`src/rtl/interrupt_pending_ctrl.sv`:
```
// Interrupt pending/enable controller: synchronizes raw sources, holds the pending and
// enable registers, and hands a frozen masked snapshot to the trap unit over a valid/ack handshake.

module interrupt_pending_lane #(
  parameter int SYNC_STAGES = 2
) (
  input  logic clk,
  input  logic reset_n,
  input  logic src,
  output logic lvl,
  output logic rise
);
  logic [SYNC_STAGES-1:0] sq;
  logic                   prev;

  always_ff @(posedge clk or negedge reset_n) begin
    if (!reset_n) begin
      sq   <= '0;
      prev <= 1'b0;
    end else begin
      sq   <= {sq[SYNC_STAGES-2:0], src};
      prev <= sq[SYNC_STAGES-1];
    end
  end

  assign lvl  = sq[SYNC_STAGES-1];
  assign rise = lvl & ~prev;
endmodule

module interrupt_pending_ctrl #(
  parameter int         SYNC_STAGES = 2,
  parameter logic [5:0] EDGE_MASK   = 6'b000000
) (
  input  logic        clk,
  input  logic        reset_n,
  input  logic [5:0]  irq_src,
  input  logic        global_ie,
  input  logic        csr_we,
  input  logic        csr_sel,
  input  logic [15:0] csr_wdata,
  output logic [15:0] csr_rdata,
  output logic        irq_valid,
  output logic [15:0] irq_signal,
  input  logic        ack,
  input  logic [5:0]  ack_code,
  output logic        ack_err
);
  localparam int NUM_SRC = 6;

  localparam logic [1:0] IDLE = 2'd0;
  localparam logic [1:0] REQ  = 2'd1;
  localparam logic [1:0] COOL = 2'd2;

  logic [1:0]         state;
  logic [NUM_SRC-1:0] pending, enable, pend_nx;
  logic [NUM_SRC-1:0] lvl, rise, code_hot;
  logic               hit;
  logic               unused_wdata;

  genvar g;
  generate
    for (g = 0; g < NUM_SRC; g++) begin : g_lane
      interrupt_pending_lane #(.SYNC_STAGES(SYNC_STAGES)) u_lane (
        .clk    (clk),
        .reset_n(reset_n),
        .src    (irq_src[g]),
        .lvl    (lvl[g]),
        .rise   (rise[g])
      );
      // source i is taken back as cause code 2i+1
      assign code_hot[g] = (ack_code == 6'(2*g+1));
    end
  endgenerate

  assign hit          = |(code_hot & irq_signal[NUM_SRC-1:0]);
  assign unused_wdata = ^csr_wdata[15:6];
  assign csr_rdata    = {10'b0, csr_sel ? enable : pending};

  // set beats clear; level bits simply mirror the synced source
  always_comb begin
    pend_nx = (csr_we && !csr_sel) ? csr_wdata[NUM_SRC-1:0] : pending;
    if (state == REQ && ack && hit)
      pend_nx = pend_nx & ~code_hot;
    pend_nx = pend_nx | rise;
    pend_nx = (pend_nx & EDGE_MASK) | (lvl & ~EDGE_MASK);
  end

  always_ff @(posedge clk or negedge reset_n) begin
    if (!reset_n) begin
      pending    <= '0;
      enable     <= '0;
      state      <= IDLE;
      irq_valid  <= 1'b0;
      irq_signal <= '0;
      ack_err    <= 1'b0;
    end else begin
      pending <= pend_nx;
      ack_err <= 1'b0;
      if (csr_we && csr_sel)
        enable <= csr_wdata[NUM_SRC-1:0];
      case (state)
        IDLE: if (global_ie && |(pending & enable)) begin
          irq_signal <= {10'b0, pending & enable};
          state      <= REQ;
          irq_valid  <= 1'b1;
        end
        REQ: if (ack) begin
          ack_err   <= !hit;
          state     <= COOL;
          irq_valid <= 1'b0;
        end else if (!global_ie) begin
          state     <= IDLE;
          irq_valid <= 1'b0;
        end
        COOL: state <= IDLE;
        default: begin
          state     <= IDLE;
          irq_valid <= 1'b0;
        end
      endcase
    end
  end
endmodule
```
`config.mk`:
```
export PLATFORM = sky130hd
export DESIGN_NAME = interrupt_pending_ctrl
export DESIGN_NICKNAME = d
export VERILOG_FILES = /design/src/rtl/interrupt_pending_ctrl.sv
export SDC_FILE = /design/constraint.sdc
export NUM_CORES = 1
export LEC_CHECK = 0
export CORE_ASPECT_RATIO = 1.5
export CORE_UTILIZATION = 42
export DETAILED_ROUTE_END_ITERATION = 12
export PLACE_DENSITY = 0.79
export REMOVE_ABC_BUFFERS = 1
export SYNTH_ARGS = -nofsm -noshare
export SYNTH_HDL_FRONTEND = slang
export SYNTH_HIERARCHICAL = 1
export SYNTH_SLANG_ARGS = --single-unit
export TNS_END_PERCENT = 5
```
`constraint.sdc`:
```
create_clock -name clk -period 1.9 [get_ports clk]
set_clock_uncertainty 0.2 [all_clocks]
set_input_delay 0.38 -clock clk [delete_from_list [all_inputs] [get_ports clk]]
set_output_delay 0.38 -clock clk [all_outputs]
set_load 0.005 [all_outputs]
```
* Word level (Yosys, flattened, before mapping)
Cells that the tools add are included.
Storage, ports and cells: flip-flop bits (word level) 34, bits in latches 0, memory bits (writable) 0, memory bits (read-only) 0, input port bits 34, output and inout port bits 34, word-level logic and storage cells 45, memories kept 0
Operators by class: $add $sub $neg 0, multipliers 0, divide/modulo/power cells 0, order comparisons 0, equal/unequal tests 10, shift operators 0, multiplexer cells 11, bitwise gates (word level) 3, reductions and logical operators 9
Operator list (count):
- $and A6 B6 Y6 | 2
- $eq A6 B3 Y1 const B | 2
- $eq A6 B4 Y1 const B | 2
- $reduce_or A6 Y1 | 2
- $eq A6 B1 Y1 const B | 1
- $eq A6 B2 Y1 const B | 1
- $mux W2 | 3
- $mux W6 | 1
- $mux W1 | 5
- $pmux W2 S2 | 1
- $reduce_and A2 Y1 | 2
- $ne A3 B3 Y1 const B | 1
- $pmux W1 S3 | 1
- $reduce_and A3 Y1 | 1
- $eq A2 B1 Y1 const B | 1
- $eq A2 B2 Y1 const B | 1
- $logic_and A1 B1 Y1 | 2
- $logic_not A2 Y1 | 1
- $ne A2 B2 Y1 const B | 1
- $logic_not A1 Y1 | 1
- $not A1 Y1 | 1

* Depth between registers and ports, before layout
Gate-level depths: netlist (run 1).
word-level depth 6, mapped depth 3, gate-level depth less buffers 3

* Modules after synthesis
Netlist (run 1), hierarchy kept.
By module, submodules not included:
- interrupt_pending_ctrl | times used 1, cells an instance 87, area an instance 1122.3 um^2, sequential area each 550.5 um^2
- interrupt_pending_lane | times used 6, cells an instance 4, area an instance 88.8 um^2, sequential area each 75.1 um^2

* Least setup slack after synthesis (run 1)
No wires, ideal clock.
kind register to register, start point reg pending[2], end point reg irq_valid, library setup time 119 ps, arrival 1155 ps, required time 1581 ps, path slack 426 ps, stages on the path, launching flop included 4, buffers on the path 0, period minus slack after synthesis 1474 ps, cells stage by stage dfrtp_1 -> a22o_4 -> o31ai_4 -> a21bo_1
Between the ends: longest elaborated chain between the ends 5
RTL lines:
- start: declaration | RTL line 55 | logic [NUM_SRC-1:0] pending, enable, pend_nx;
- start signal: assignment | RTL line 97 | pending <= pend_nx;
- $and A6 B6 Y6 | RTL line 102 | IDLE: if (global_ie && |(pending & enable)) begin
- $reduce_or A6 Y1 | RTL line 102
- $logic_and A1 B1 Y1 | RTL line 102
- $ne A2 B2 Y1 (no line)
- $reduce_and A3 Y1 (no line)
- end signal: assignment | RTL line 105 | irq_valid <= 1'b1;
- end signal: assignment | RTL line 110 | irq_valid <= 1'b0;
- end signal: assignment | RTL line 113 | irq_valid <= 1'b0;
- end: declaration | RTL line 42 | output logic irq_valid,
No other way between the ends. A chain may end at the register's enable or synchronous reset.

* Final worst setup path (run 1)
start point reg enable[1], end point out csr_rdata[1]
Between the ends: longest elaborated chain between the ends 1
RTL lines:
- start: declaration | RTL line 55
- start signal: assignment | RTL line 100 | enable <= csr_wdata[NUM_SRC-1:0];
- $mux W6 | RTL line 77 | assign csr_rdata = {10'b0, csr_sel ? enable : pending};
- end: declaration | RTL line 41 | output logic [15:0] csr_rdata,
No other way between the ends.

==> reports/metrics.cfg, run 1 <==
[placement]
place.gp.congestion = 0.801
io_buffers = 37
post-dp-hpwl_mm = 1.92
pre_cts_ws_ns = -0.496
placedCellCount = 178

[clock_tree]
cts_root_buf = clkbuf_8
insertion_delay_ns = 0.28
cts_buffers = 5
clk_pin_slew_ns = 0.07
cts_num_sinks = 34
postCtsHoldBufs = 0
post_cts.repair.setup_buffers = 0
clock_path_buffers = 2
cts_max_level = 2
cts_tree = yes

[global_route]
grt_pass1_vias = 836
grt_max_degree = 35
grt_pass1_wl_mm = 3.91
antenna_found_initial = 0
overflow = 0
grt_usage_pct = 15.2

[timing]
max_freq_mhz = 550
hold_ws_ns = 0.148
timing.final.hold_violations = 0
final.setup.worst_slack_ns = 0.0812
fin_crit_sh_pct = 95.7
finalCriticalPeriod_ns = 1.82
maxSlewViolCount = 0
grt_setup_unrepaired = no
setup_viol = 0
tns_ns = 0

[routing]
dr.first_iter.drc_count = 33
antenna_left = 0
vias = 871
routed_wl_mm = 2.46
wl_per_cell_um = 13.2
dr.pass1.iters = 4
vias_per_cell = 4.68
drc = 0

[pwr]
p_per_area_nw_per_um2 = 966
power_leakage_nw = 0.845
p_total_mw = 1.82
ir_drop_mv = 0.611

[finish]
area_growth_pct = 32.5
fill_cells = 286
diodes = 0
stdcell_count = 186
drive_gt1_share_pct = 19.9
fin_nets = 179

[outcome]
status = complete, no violations

[critical_path]
worstPathMaxFanout = 4
cp_data_arrival_time_ns = 1.24
crit_family = flip-flops
worstReg2RegStart = pending[2]
worstSetupStartpointType = flop
worstSetupPathType = flop to primary output
rrSetupSlack_ns = 0.31
cp_slowest_stage_delay_ns = 0.42
worstSetupEndpoint = csr_rdata[1]
crit_chain = mux2_2 > dlygate4sd2_1
reg2regPathDepth = 3
cp.depth = 2
critPathSlowestCell = dfrtp_1
r2r-end = irq_valid
cp_num_buf_inv = 1
required_ns = 1.32
startpoint = enable[1]
crit_path_end_kind = primary output

[synth]
netlist_area_um2 = 1420
ys_warn_count = 6
postSynthCellCount = 99
avgSynthCellArea_um2 = 14.4

[job]
max-cap-violations = 0

[min_path]
hp-class = flop to flop

[floorplan]
die_y_um = 73.3
dieArea_um2 = 3630
num_io_pins = 68
core_area_um2 = 3190
rows = 25
die_w_um = 49.5
start_util_pct = 44.6

## power by group
part           switching [mW]  internal [mW]  total, mW
clock network           0.251          0.291      0.542
registers              0.0775          0.816      0.894
logic                   0.133          0.252      0.385
## per-layer routing
layer  track usage [%]  vias up  share of wire, %
met2              26.9       39                55
met4              10.8        0               3.4
li1                  -      402                 -
met3              4.55        8               6.0
met5                 0        -                 0
met1              14.8      422                35
## sequential cells by signal, indices dropped and copies added, names as in the netlist
name,flops
irq_valid,1
pending,6
g_lane.u_lane/sq,12
state,2
irq_signal,6
enable,6
ack_err,1
## metrics by stage
stage               area, um2  util [%]
floorplan                1340         -
global placement         1800      56.5
detailed placement       1800      56.5
CTS                      1890      59.3
global route             1890      59.1
finish                   1890      59.1
## worst reg2reg max path, stage by stage, from the launching register on
cell	delay, ns
dfrtp_1	0.41
a22o_4	0.29
o31ai_4	0.33
a21bo_1	0.25
## layout by cell type, fill, tap and decap left out, types with 2 or more instances in the layout
master           instances
dfrtp_1                 34
a22o_1                   2
nand2_1                  3
buf_4                    3
conb_1                  20
clkdlybuf4s50_1         30
clkbuf_8                 6
mux2i_1                  2
mux2_2                  12
a32o_1                   5
dlygate4sd2_1            5
a21oi_1                  2
## timing repair
| item | in CTS | in global routing |
|---|---|---|
| resized for setup | 9 | 1 |
| pin swaps | 0 | 0 |
| setup endpoints to repair | 6 | 3 |
## final cells by class
type / count / area, um2 / share of cell area (%)
Clock buffer: 6 / 82.6 / 4.38
Clock inverter: 2 / 12.5 / 0.664
Inverter: 1 / 3.75 / 0.199
Multi-Input combinational cell: 62 / 484 / 25.7
Sequential cell: 34 / 851 / 45.1
Tap cell: 40 / 50.0 / 2.65
Timing Repair Buffer: 41 / 402 / 21.3
## worst min path at each step
stage	from	endpoint	slack, ns	depth (start not counted)
after floorplan	reset_n	ack_err	-0.12	0
after global placement	g_lane[2].u_lane/sq[1]	pending[2]	0.13	0
after detailed placement	g_lane[5].u_lane/sq[0]	g_lane[5].u_lane/sq[1]	0.13	0
after CTS	g_lane[5].u_lane/sq[0]	g_lane[5].u_lane/sq[1]	0.15	0
after global routing	g_lane[1].u_lane/sq[1]	pending[1]	0.16	0
final	g_lane[5].u_lane/sq[0]	g_lane[5].u_lane/sq[1]	0.15	0
(Power assumes the default switching activity.)
==> inputs of run 2 (changes only) <==
Settings changed: PLACE_DENSITY 0.79 to default, PLACE_DENSITY_LB_ADDON from default to 0.3, SKIP_CTS_REPAIR_TIMING from default to 1.
==> run 2 against run 1 <==
Compared with the run above:
- critical path type unchanged
- register-to-register slack got worse by 0.07 ns
- count of clock-buffer cells in the layout grew 1
- final cell count rose by 2.7%
- power up 0.39%
- via count increased by 1.1%
- largest cell class unchanged
- first-iteration DRC count decreased by 73%
- die area stayed put
- final area is 2.9% higher
- non-clock buffer count is 5 higher
==> reports/metrics.cfg, run 2 (synthesis results as in run 1) <==
[routing]
dr.first_iter.drc_count = 9
wl_per_cell_um = 13.1
vias_per_cell = 4.61
vias = 881
dr.pass1.iters = 3
drc = 0
antenna_left = 0
routed_wl_mm = 2.51

[finish]
regMostFlops = g_lane.u_lane/sq
final_cell_mix = dfrtp_1, clkdlybuf4s50_1, conb_1
area_growth_pct = 36.4
layout.cells.most_common = dfrtp_1
diodes = 0
stdcell_count = 191
fin_nets = 184
largest_reg_flops = 12
drive_gt1_share_pct = 21.9

[pwr]
p_per_area_nw_per_um2 = 942
combPwrFrac_pct = 22.9
pwr-share-seq_pct = 48.5
switching_power_mw = 0.445
p_int_mw = 1.38
power_leakage_nw = 0.919
ir_drop_mv = 0.702
sw_frac_of_total_pct = 24.3
clock_power_share_pct = 28.6

[critical_path]
critPathSlowestCell = clkdlybuf4s50_1
worstSetupStartpointType = flop
worstSetupPathType = flop to primary output
worstPathMaxFanout = 3
cp_num_buf_inv = 1
required_ns = 1.32
cp_data_arrival_time_ns = 1.20
crit_path_end_kind = primary output
cp_slowest_stage_delay_ns = 0.52
crit_chain = clkdlybuf4s50_1
crit_family = buffers and inverters

[clock_tree]
clock_path_buffers = 2
insertion_delay_ns = 0.28
clk_pin_slew_ns = 0.07
cts_max_level = 2
cts_tree = yes
cts_root_buf = clkbuf_8
cts_buffers = 5
cts_num_sinks = 34

[global_route]
antenna_found_initial = 0
grt_pass1_wl_mm = 3.95
overflow = 0
grt_pass1_vias = 898
grt_max_degree = 35
grt_usage_pct = 15.0

[placement]
post-dp-hpwl_mm = 1.94
place.gp.congestion = 0.698
io_buffers = 37
placedCellCount = 179

[timing]
max_freq_mhz = 563
hold_ws_ns = 0.143
fin_crit_sh_pct = 93.6
setup_viol = 0
finalCriticalPeriod_ns = 1.78
timing.final.hold_violations = 0
maxSlewViolCount = 0
grt_setup_unrepaired = no

[floorplan]
start_util_pct = 44.6
die_w_um = 49.5
dieArea_um2 = 3630
core_area_um2 = 3190
die_y_um = 73.3
num_io_pins = 68
rows = 25

[outcome]
status = complete, no violations

[min_path]
hp-class = flop to flop

[job]
max-cap-violations = 0

## run 2: power groups by stage
stage                     Sequential, mW  Clock, mW  Combinational [mW]
after floorplan                    0.894          0               0.167
after global routing               0.898      0.574               0.453
after global placement             0.904          0               0.392
after detailed placement           0.910          0               0.401
after CTS                          0.897      0.545               0.402
final                              0.887      0.523               0.418
## run 2: worst paths after layout
kind / startpoint / to / slack (ns) / cells past startpoint
setup / recovery: irq_signal[0] / irq_signal[0] / 0.12 / 1
hold / removal: g_lane[0].u_lane/sq[1] / pending[0] / 0.14 / 0
setup reg to reg: enable[2] / irq_valid / 0.24 / 4
hold reg to reg: g_lane[0].u_lane/sq[1] / pending[0] / 0.14 / 0
max in group asynchronous: reset_n / pending[2] / 0.90 / 2
min in group asynchronous: reset_n / irq_signal[0] / 0.30 / 2
## run 2: stage by stage
stage | TNS (ns) | power (mW) | instance area, um2 | worst slack (ns) | utilization (%)
final | 0 | 1.83 | 1940 | 0.122 | 60.8
after global routing | 0 | 1.93 | 1940 | 0.0784 | 60.8
after CTS | -3.00 | 1.84 | 1900 | -0.507 | 59.6
after detailed placement | -3.04 | 1.31 | 1810 | -0.502 | 56.7
after global placement | -2.80 | 1.30 | 1810 | -0.468 | 56.7
after floorplan | 0 | 1.06 | 1340 | 0.426 | -
## run 2: cell type report
| cell class | instances | area [um2] |
|---|---|---|
| clock inverters | 1 | 5.00 |
| multi-input cells | 62 | 484 |
| inverters | 1 | 3.75 |
| fillers | 291 | 1250 |
| repair buffers | 46 | 460 |
| clock buffers | 7 | 86.3 |
| flip-flops and latches | 34 | 851 |
| well taps | 40 | 50.0 |
## run 2: per-layer routing
layer | wire length [um] | global-route usage (%) | up-vias
met3 | 158 | 5.18 | 6
li1 | - | - | 416
met1 | 924 | 14.2 | 422
met2 | 1370 | 27.8 | 37
met4 | 55 | 8.25 | 0
met5 | 0 | 0 | -
==> inputs of run 3 (changes only) <==
Settings changed: CORE_MARGIN from default to 1.
==> results of run 3 <==
The final DEF is identical to that of run 2; final timing and power are the same.
